===== config.mk =====
export PLATFORM = sky130hd
export DESIGN_NAME = rom_arbiter_flat
export DESIGN_NICKNAME = d
export VERILOG_FILES = /design/src/rtl/rom_pkg.sv /design/src/rtl/rom_arbiter_if.sv /design/src/rtl/rom8x16.sv /design/src/rtl/rom_arbiter.sv /design/src/flat_wrapper.sv
export SDC_FILE = /design/constraint.sdc
export NUM_CORES = 1
export LEC_CHECK = 0
export CORE_MARGIN = 2
export CORE_UTILIZATION = 35
export CTS_BUF_LIST = sky130_fd_sc_hd__clkbuf_8
export DETAILED_ROUTE_END_ITERATION = 8
export GPL_ROUTABILITY_DRIVEN = 0
export MAX_ROUTING_LAYER = met4
export PLACE_DENSITY = 0.7
export SLEW_MARGIN = 20
export SYNTH_ARGS = -nofsm -noshare
export SYNTH_HDL_FRONTEND = slang
export SYNTH_SLANG_ARGS = --single-unit
export TNS_END_PERCENT = 100

===== constraint.sdc =====
create_clock -name clk -period 5.22 [get_ports clk]
set_clock_uncertainty 0.15 [all_clocks]
set_input_delay 1.044 -clock clk [delete_from_list [all_inputs] [get_ports clk]]
set_output_delay 1.044 -clock clk [all_outputs]
set_load 0.02 [all_outputs]

===== src/rtl/rom_pkg.sv =====
// Shared definitions for the ROM burst arbiter: widths, FSM encoding and
// the fixed table contents of the 8x16 constant ROM.
package rom_pkg;

  localparam int ADDR_W = 3;
  localparam int DATA_W = 16;
  localparam int DEPTH  = 2 ** ADDR_W;

  typedef enum logic [1:0] {
    IDLE,
    ISSUE,
    DRAIN
  } state_t;

  localparam logic [DATA_W-1:0] ROM_TABLE [DEPTH] = '{
    16'habcd, 16'h79ca, 16'h1358, 16'h976a,
    16'h84ad, 16'hd3f5, 16'hf4a2, 16'hc0d1
  };

  // Table lookup kept in one place so the ROM model and any future user agree.
  function automatic logic [DATA_W-1:0] rom_word(input logic [ADDR_W-1:0] addr);
    return ROM_TABLE[addr];
  endfunction

endpackage


===== src/rtl/rom_arbiter_if.sv =====
// Request/grant/data bundle between the two table consumers (master side)
// and the ROM arbiter (slave side).
interface rom_arbiter_if #(
  parameter int ADDR_W = rom_pkg::ADDR_W,
  parameter int DATA_W = rom_pkg::DATA_W
);

  logic              req0;
  logic              req1;
  logic [ADDR_W-1:0] start0;
  logic [ADDR_W-1:0] start1;
  logic [ADDR_W-1:0] len0;
  logic [ADDR_W-1:0] len1;
  logic              gnt0;
  logic              gnt1;
  logic              dvalid0;
  logic              dvalid1;
  logic              last0;
  logic              last1;
  logic [DATA_W-1:0] rdata;
  logic              busy;

  modport master (
    output req0, req1, start0, start1, len0, len1,
    input  gnt0, gnt1, dvalid0, dvalid1, last0, last1, rdata, busy
  );

  modport slave (
    input  req0, req1, start0, start1, len0, len1,
    output gnt0, gnt1, dvalid0, dvalid1, last0, last1, rdata, busy
  );

endinterface


===== src/rtl/rom8x16.sv =====
// 8-word x 16-bit constant ROM with a registered read port (1-cycle latency).
module rom8x16
  import rom_pkg::*;
(
  input  logic              clk,
  input  logic              rst,
  input  logic              i_en,
  input  logic [ADDR_W-1:0] i_addr,
  output logic [DATA_W-1:0] o_rdata
);

  logic [DATA_W-1:0] r_q;

  // Output register: loads the addressed word when enabled, cleared by reset.
  // NOTE: registered state is always assigned with <= so every flop samples
  // the pre-edge values of its inputs regardless of block ordering.
  always_ff @(posedge clk or posedge rst) begin
    if (rst) begin
      r_q <= '0;
    end else if (i_en) begin
      r_q <= rom_word(i_addr);
    end
  end

  assign o_rdata = r_q;

endmodule


===== src/rtl/rom_arbiter.sv =====
// Round-robin burst arbiter sharing one 8x16 ROM between two requesters.
// Arbitrates in IDLE and DRAIN, streams addresses in ISSUE and tags the
// ROM's registered output with per-requester valid/last flags.
module rom_arbiter
  import rom_pkg::*;
(
  input  logic         clk,
  input  logic         rst,
  rom_arbiter_if.slave bus
);

  state_t            r_state;
  state_t            w_next_state;

  logic              r_owner;       // requester currently being served
  logic              r_last_owner;  // round-robin pointer: last requester served
  logic [ADDR_W-1:0] r_cur_addr;
  logic [ADDR_W-1:0] r_remaining;
  logic              r_gnt0;
  logic              r_gnt1;
  logic              r_dvalid0;
  logic              r_dvalid1;
  logic              r_last0;
  logic              r_last1;

  logic              w_arb_slot;
  logic              w_win_valid;
  logic              w_win;
  logic              w_issue;
  logic              w_final;
  logic [DATA_W-1:0] w_rom_q;

  // Arbitration: a lone requester wins; on contention the one not served last wins.
  always_comb begin
    w_arb_slot  = (r_state == IDLE) || (r_state == DRAIN);
    w_win_valid = w_arb_slot && (bus.req0 || bus.req1);
    w_win       = (bus.req0 && bus.req1) ? ~r_last_owner : bus.req1;
    w_issue     = (r_state == ISSUE);
    w_final     = w_issue && (r_remaining == '0);
  end

  // FSM state register.
  always_ff @(posedge clk or posedge rst) begin
    if (rst) begin
      r_state <= IDLE;
    end else begin
      r_state <= w_next_state;
    end
  end

  // FSM next-state: a winner always starts a burst; a finished burst drains one cycle.
  // NOTE: the default assignment first means every path drives w_next_state,
  // so no latch is inferred.
  always_comb begin
    w_next_state = r_state;
    unique case (r_state)
      IDLE:  if (w_win_valid) w_next_state = ISSUE;
      ISSUE: if (w_final)     w_next_state = DRAIN;
      DRAIN: w_next_state = w_win_valid ? ISSUE : IDLE;
      default: w_next_state = IDLE;
    endcase
  end

  // Burst bookkeeping: latch the winner's request on grant, then walk the addresses.
  always_ff @(posedge clk or posedge rst) begin
    if (rst) begin
      r_gnt0       <= 1'b0;
      r_gnt1       <= 1'b0;
      r_owner      <= 1'b0;
      r_last_owner <= 1'b1;
      r_cur_addr   <= '0;
      r_remaining  <= '0;
    end else begin
      r_gnt0 <= w_win_valid && !w_win;
      r_gnt1 <= w_win_valid && w_win;
      if (w_win_valid) begin
        r_owner      <= w_win;
        r_last_owner <= w_win;
        r_cur_addr   <= w_win ? bus.start1 : bus.start0;
        r_remaining  <= w_win ? bus.len1 : bus.len0;
      end else if (w_issue) begin
        r_cur_addr  <= r_cur_addr + 1'b1;
        r_remaining <= r_remaining - 1'b1;
      end
    end
  end

  // Valid/last tags delayed one cycle to line up with the ROM output register.
  always_ff @(posedge clk or posedge rst) begin
    if (rst) begin
      r_dvalid0 <= 1'b0;
      r_dvalid1 <= 1'b0;
      r_last0   <= 1'b0;
      r_last1   <= 1'b0;
    end else begin
      r_dvalid0 <= w_issue && !r_owner;
      r_dvalid1 <= w_issue && r_owner;
      r_last0   <= w_final && !r_owner;
      r_last1   <= w_final && r_owner;
    end
  end

  rom8x16 u_rom (
    .clk     (clk),
    .rst     (rst),
    .i_en    (w_issue),
    .i_addr  (r_cur_addr),
    .o_rdata (w_rom_q)
  );

  assign bus.gnt0    = r_gnt0;
  assign bus.gnt1    = r_gnt1;
  assign bus.dvalid0 = r_dvalid0;
  assign bus.dvalid1 = r_dvalid1;
  assign bus.last0   = r_last0;
  assign bus.last1   = r_last1;
  assign bus.rdata   = w_rom_q;
  assign bus.busy    = (r_state != IDLE);

endmodule


===== src/flat_wrapper.sv =====
// flat-port wrapper written by rule: the top's interface ports become plain ports
module rom_arbiter_flat import rom_pkg::*;
  (clk, rst, bus_req0, bus_req1, bus_start0, bus_start1, bus_len0, bus_len1, bus_gnt0, bus_gnt1, bus_dvalid0, bus_dvalid1, bus_last0, bus_last1, bus_rdata, bus_busy);
  rom_arbiter_if bus_i ();
  input  logic clk;
  input  logic rst;
  input wire logic [$bits(bus_i.req0)-1:0] bus_req0;
  input wire logic [$bits(bus_i.req1)-1:0] bus_req1;
  input wire logic [$bits(bus_i.start0)-1:0] bus_start0;
  input wire logic [$bits(bus_i.start1)-1:0] bus_start1;
  input wire logic [$bits(bus_i.len0)-1:0] bus_len0;
  input wire logic [$bits(bus_i.len1)-1:0] bus_len1;
  output wire logic [$bits(bus_i.gnt0)-1:0] bus_gnt0;
  output wire logic [$bits(bus_i.gnt1)-1:0] bus_gnt1;
  output wire logic [$bits(bus_i.dvalid0)-1:0] bus_dvalid0;
  output wire logic [$bits(bus_i.dvalid1)-1:0] bus_dvalid1;
  output wire logic [$bits(bus_i.last0)-1:0] bus_last0;
  output wire logic [$bits(bus_i.last1)-1:0] bus_last1;
  output wire logic [$bits(bus_i.rdata)-1:0] bus_rdata;
  output wire logic [$bits(bus_i.busy)-1:0] bus_busy;
  assign bus_i.req0 = bus_req0;
  assign bus_i.req1 = bus_req1;
  assign bus_i.start0 = bus_start0;
  assign bus_i.start1 = bus_start1;
  assign bus_i.len0 = bus_len0;
  assign bus_i.len1 = bus_len1;
  assign bus_gnt0 = bus_i.gnt0;
  assign bus_gnt1 = bus_i.gnt1;
  assign bus_dvalid0 = bus_i.dvalid0;
  assign bus_dvalid1 = bus_i.dvalid1;
  assign bus_last0 = bus_i.last0;
  assign bus_last1 = bus_i.last1;
  assign bus_rdata = bus_i.rdata;
  assign bus_busy = bus_i.busy;
  rom_arbiter u_core (.clk(clk), .rst(rst), .bus(bus_i));
endmodule

==> impl_metrics.tcl, run 1 <==
set metrics [dict create \
    die_area_um2 5250 \
    routedWlPerCell_um 13.6 \
    slew_headroom 0.550 \
    cts-hold-fix-buffers 0 \
    slew_viol_final 0 \
    viasPerCell 4.96 \
    die_h_um 72.5 \
    antenna_found_initial 0 \
    final_nets 221 \
    yosys.area.top_type_share 0.473 \
    drive_above_1_share 0.117 \
    r2r_slack_ns 3.49 \
    hold_class "flip-flop to flip-flop" \
    critPathRequiredTime_ns 4.03 \
    ys.flop_type "dfrtp_1" \
    finalSetupTns_ns 0 \
    drt_iter0_markers 80 \
    grtUsageTotal 0.147 \
    avgSynthCellArea_um2 10.3 \
    yosysWarnings 0 \
    worstMarginPinSlew_ns 0.674 \
    cts-buffers-inserted 5 \
    yosysMostFrequentCell "dfrtp_1" \
    clock-sinks 32 \
    dp_hpwl_um 2290 \
    syn_inst 159 \
    postCtsSetupRepairBufs 0 \
    clockBufferDepth 2 \
    finalHoldViolCount 0 \
    wl_um 3380 \
    synth_nets 184 \
    cp-end-kind "output pin" \
    status "finished clean" \
    ioPinCount 39 \
    synth-seq-cells 32 \
    synth_top_area_cell "dfrtp_1" \
    ys_async_sr_fraction 1.00 \
    arrival_ns 1.68 \
    portBuffers 38 \
    ys_top_cells_by_area "dfrtp_1 47%, ha_1 6.9%, o221ai_2 4.6%" \
    drc 0 \
    drtPass1Iterations 4 \
    finalCritPeriodShare 0.552 \
    min_period_ns 2.88 \
    p_leak_nw 0.931 \
    grt_max_degree 33 \
    h-tree-depth 2 \
    ys_seq_area_frac 0.489 \
    rsz0062_at_grt "no" \
    whs_path_depth 2 \
    synth.distinct_cells 35 \
    cap_violations 0 \
    power_density_nw_per_um2 668 \
    critical_path_class "flip-flop to output pin" \
    antennaDiodeCount 0 \
    cp-start-kind "flip-flop" \
    grt_pass1_wl_um 5760 \
    root_buffer "clkbuf_8" \
    initial_core_util 0.369 \
    synthTopCellsByCount "31 x dfrtp_1, 18 x nand2_1, 11 x nor2_1, 11 x o21ai_1, 9 x ha_1" \
    rows 24 \
    grt_pass1_vias 1186 \
    syn-cell-area_um2 1640 \
    cts-resized-gates 0 \
    cts_tree "done" \
    critPathMaxFanout 12 \
    synth_edf_count 0 \
    coreArea_um2 4440 \
    path_clk_slew_ns 0.07 \
    overflow 0 \
    finalSetupViolations 0 \
    final_antenna_net_count 0 \
    num_vias 1235 \
    clock.fmax_ghz 0.347 \
    reg2regPathDepth 5 \
    hold_ws_ns 0.313 \
    die_w_um 72.5 \
    clk_latency_ns 0.28 \
    ir_drop_mv 0.228 \
    areaGrowthSynthToFinish_pct 31.7 \
]
-- final timing paths --
path                                             to                    start
setup / recovery                           bus_busy        u_core.r_state[0]
min in group asynchronous   u_core.u_rom.o_rdata[7]                      rst
max in group asynchronous       u_core.r_last_owner                      rst
setup reg to reg           u_core.u_rom.o_rdata[10]     u_core.r_cur_addr[0]
hold reg to reg             u_core.u_rom.o_rdata[3]  u_core.u_rom.o_rdata[3]
hold / removal              u_core.u_rom.o_rdata[3]  u_core.u_rom.o_rdata[3]
-- sequential cells by signal (all words and copies together), names as in the netlist --
name,count
u_core.bus.dvalid0,1
u_core.u_rom.o_rdata,16
u_core.r_last_owner,1
u_core.r_owner,1
u_core.bus.last0,1
u_core.r_remaining,3
u_core.bus.gnt1,1
u_core.bus.last1,1
u_core.r_state,2
u_core.bus.dvalid1,1
u_core.r_cur_addr,3
u_core.bus.gnt0,1
-- cell type report --
class	instances	area (µm²)
inverter	9	33.8
sequential	32	802
timing repair buffer	39	388
clock buffer	7	96.3
clock inverter	1	30.0
tap	52	65.1
fill	449	2280
multi-input combinational	109	744
-- cell usage in the layout (no fill, tap or decap) --
cell type,n
clkdlybuf4s50_1,38
and3_1,2
nand3_1,5
mux2i_1,4
nand2_1,18
a21bo_4,1
o21bai_2,1
a211oi_1,1
or2_2,1
nor2_1,11
nor2b_1,5
a31oi_1,3
o221ai_1,6
dfstp_2,1
dfrtp_1,31
o31ai_1,1
a21oi_1,5
and2_1,2
o22a_1,2
nor3_1,5
and2b_4,1
or2_4,1
o21ai_1,11
inv_1,7
buf_4,1
bufinv_16,1
o21a_1,1
nand2b_1,4
a32oi_1,1
clkbuf_8,7
nand2b_4,1
inv_2,2
o21ai_0,2
o221ai_2,5
ha_1,9
-- metrics by stage --
| step | cells | power [mW] | cell area [µm²] | util | setup slack, ns |
|---|---|---|---|---|---|
| CTS | 249 | 1.46 | 2160 | 0.486 | 2.33 |
| floorplan | 159 | 0.972 | 1640 | - | 3.16 |
| finish | 249 | 1.44 | 2160 | 0.486 | 2.34 |
| global placement | 241 | 1.18 | 2030 | 0.457 | 2.67 |
| global route | 249 | 1.56 | 2160 | 0.486 | 2.29 |
| detailed placement | 241 | 1.19 | 2030 | 0.457 | 2.65 |
-- routing by layer --
| layer | share of wire | track usage |
|---|---|---|
| met3 | 0.052 | 0.0417 |
| met5 | 0 | - |
| met1 | 0.50 | 0.198 |
| met4 | 0.0062 | 0.0494 |
| met2 | 0.44 | 0.214 |
-- critical path: stages (launching register included) --
cell and delay (ns):
dfrtp_1 0.53, or2_2 0.34, clkdlybuf4s50_1 0.53
-- kinds of logic after synthesis --
logic type	synth area share
AND/OR/NAND/NOR	0.170
AO/OA/AOI/OAI	0.191
flip-flops	0.489
buffers and inverters	0.0572
adder cells (fa/ha/maj)	0.0687
multiplexers	0.0244
-- report_power, final --
part           total [mW]  leakage (nW)  switching, mW  internal, mW
combinational       0.693         0.478          0.370         0.323
clock               0.263        0.0645         0.0941         0.168
sequential          0.486         0.388          0.120         0.366
total                1.44         0.931          0.584         0.857
(Power assumes the default switching activity.)
==> run 2, diff against run 1 <==
--- a/config.mk
+++ b/config.mk
@@ -11,7 +11,7 @@
 export DETAILED_ROUTE_END_ITERATION = 8
 export GPL_ROUTABILITY_DRIVEN = 0
 export MAX_ROUTING_LAYER = met4
-export PLACE_DENSITY = 0.7
+export PLACE_DENSITY = 0.72
 export SLEW_MARGIN = 20
 export SYNTH_ARGS = -nofsm -noshare
 export SYNTH_HDL_FRONTEND = slang
==> constraint.sdc (replaced) <==
create_clock -name clk -period 2.44 [get_ports clk]
set_clock_uncertainty 0.15 [all_clocks]
set_input_delay 0.488 -clock clk [delete_from_list [all_inputs] [get_ports clk]]
set_output_delay 0.488 -clock clk [all_outputs]
set_load 0.02 [all_outputs]
==> run 2 against run 1 <==
  * Cell area shrank 1.3%
  * Die area did not move
  * Critical path depth did not move
  * Wire length grew 0.24%
  * Setup slack got worse by 2.1 ns
  * Power rose by 100%
==> impl_metrics.tcl, run 2 (synthesized netlist as in run 1, its figures left out) <==
set metrics [dict create \
    hold_ws_ns 0.323 \
    finalCritPeriodShare 0.919 \
    drtPass1Iterations 4 \
    viasPerCell 5.02 \
    grt_max_degree 33 \
    drive_above_1_share 0.111 \
    arrival_ns 1.60 \
    nFillCells 439 \
    post-place-ws_ns 0.482 \
    largest_register_ff_count 16 \
    wl_um 3390 \
    status "finished clean" \
    clockBufferDepth 2 \
    cts-resized-gates 0 \
    path_clk_slew_ns 0.06 \
    placed_area_um2 2040 \
    grtUsageTotal 0.151 \
    p_leak_nw 0.925 \
    postCtsSetupRepairBufs 0 \
    critical_path_class "flip-flop to output pin" \
    power_density_nw_per_um2 1390 \
    rsz0062_at_grt "no" \
    die_w_um 72.5 \
    layout_setup_ws_ns 0.198 \
    final_antenna_net_count 0 \
    dpl.cell_count 242 \
    coreArea_um2 4440 \
    crit_path_top_delay_cell "clkdlybuf4s50_1" \
    grt_pass1_wl_um 6000 \
    multi_input_area_um2 744 \
    slew_viol_final 0 \
    cts-hold-fix-buffers 0 \
    finalSetupViolations 0 \
    die_h_um 72.5 \
    critPathRequiredTime_ns 1.80 \
    hold_class "flip-flop to flip-flop" \
    routedWlPerCell_um 13.6 \
    clock.fmax_ghz 0.446 \
    portBuffers 38 \
    dp_hpwl_um 2400 \
    antenna_found_initial 0 \
    worstPathCellList "or2_2 > clkdlybuf4s50_1" \
    die_area_um2 5250 \
    reg2regPathDepth 5 \
    min_period_ns 2.24 \
    worstMarginPinSlew_ns 0.647 \
    ioPinCount 39 \
    cts-buffers-inserted 5 \
    initial_core_util 0.369 \
    layout_commonest_cell "clkdlybuf4s50_1" \
    ff_latch_area_um2 802 \
    critPathMaxFanout 9 \
    layout_common_cells "38 x clkdlybuf4s50_1, 31 x dfrtp_1, 18 x nand2_1, 11 x nor2_1, 11 x o21ai_1" \
    finalHoldViolCount 0 \
    drt_iter0_markers 92 \
    areaGrowthSynthToFinish_pct 29.9 \
    clock-sinks 32 \
    finalSetupTns_ns 0 \
    final_nets 222 \
    drc 0 \
    cts_tree "done" \
    slew_headroom 0.568 \
    design_area_um2 2130 \
    cp-start-kind "flip-flop" \
    final_cells 250 \
    ir_drop_mv 0.438 \
    max_stage_delay_ns 0.54 \
    root_buffer "clkbuf_8" \
    antennaDiodeCount 0 \
    h-tree-depth 2 \
    num_vias 1256 \
    overflow 0 \
    cp-end-kind "output pin" \
    grt_pass1_vias 1224 \
    rows 24 \
    clk_latency_ns 0.28 \
    cap_violations 0 \
    whs_path_depth 2 \
]
-- run 2: metrics by stage --
stage               utilization  power, mW
floorplan                     -       2.08
global placement          0.459       2.54
detailed placement        0.459       2.57
finish                    0.479       2.96
CTS                       0.479       2.98
global route              0.479       3.22
-- run 2: per-layer routing --
metal	vias to the layer above	GRT usage	share of wire
met4	0	0.0432	0.013
met2	39	0.206	0.42
met3	5	0.0375	0.059
li1	635	-	-
met1	577	0.222	0.51
met5	-	-	0
-- run 2: worst max-delay path, delay by kind of cell (launching register included) --
kind	cells	cell delay, ns
flops	1	0.47
simple gates	1	0.33
buf+inv	1	0.54
-- run 2: final timing paths --
path	slack, ns	from	endpoint
min reg2reg	0.32	u_core.u_rom.o_rdata[3]	u_core.u_rom.o_rdata[3]
max reg2reg	0.69	u_core.r_cur_addr[0]	u_core.u_rom.o_rdata[10]
max	0.20	u_core.r_state[1]	bus_busy
min in group asynchronous	0.45	rst	u_core.bus.last1
min	0.32	u_core.u_rom.o_rdata[3]	u_core.u_rom.o_rdata[3]
max in group asynchronous	1.36	rst	u_core.r_last_owner
-- run 2: final cells by class --
| type | instances | share of cell area |
|---|---|---|
| flip-flops and latches | 32 | 0.376 |
| inverters | 9 | 0.0159 |
| well taps | 52 | 0.0305 |
| multi-input cells | 109 | 0.349 |
| repair buffers | 40 | 0.186 |
| clock buffers | 6 | 0.0388 |
| clock inverters | 2 | 0.00352 |
-- run 2: where the power goes --
group          leakage [nW]  internal [mW]  switching [mW]
sequential            0.388          0.784           0.236
clock                0.0538          0.221           0.186
combinational         0.483          0.703           0.824
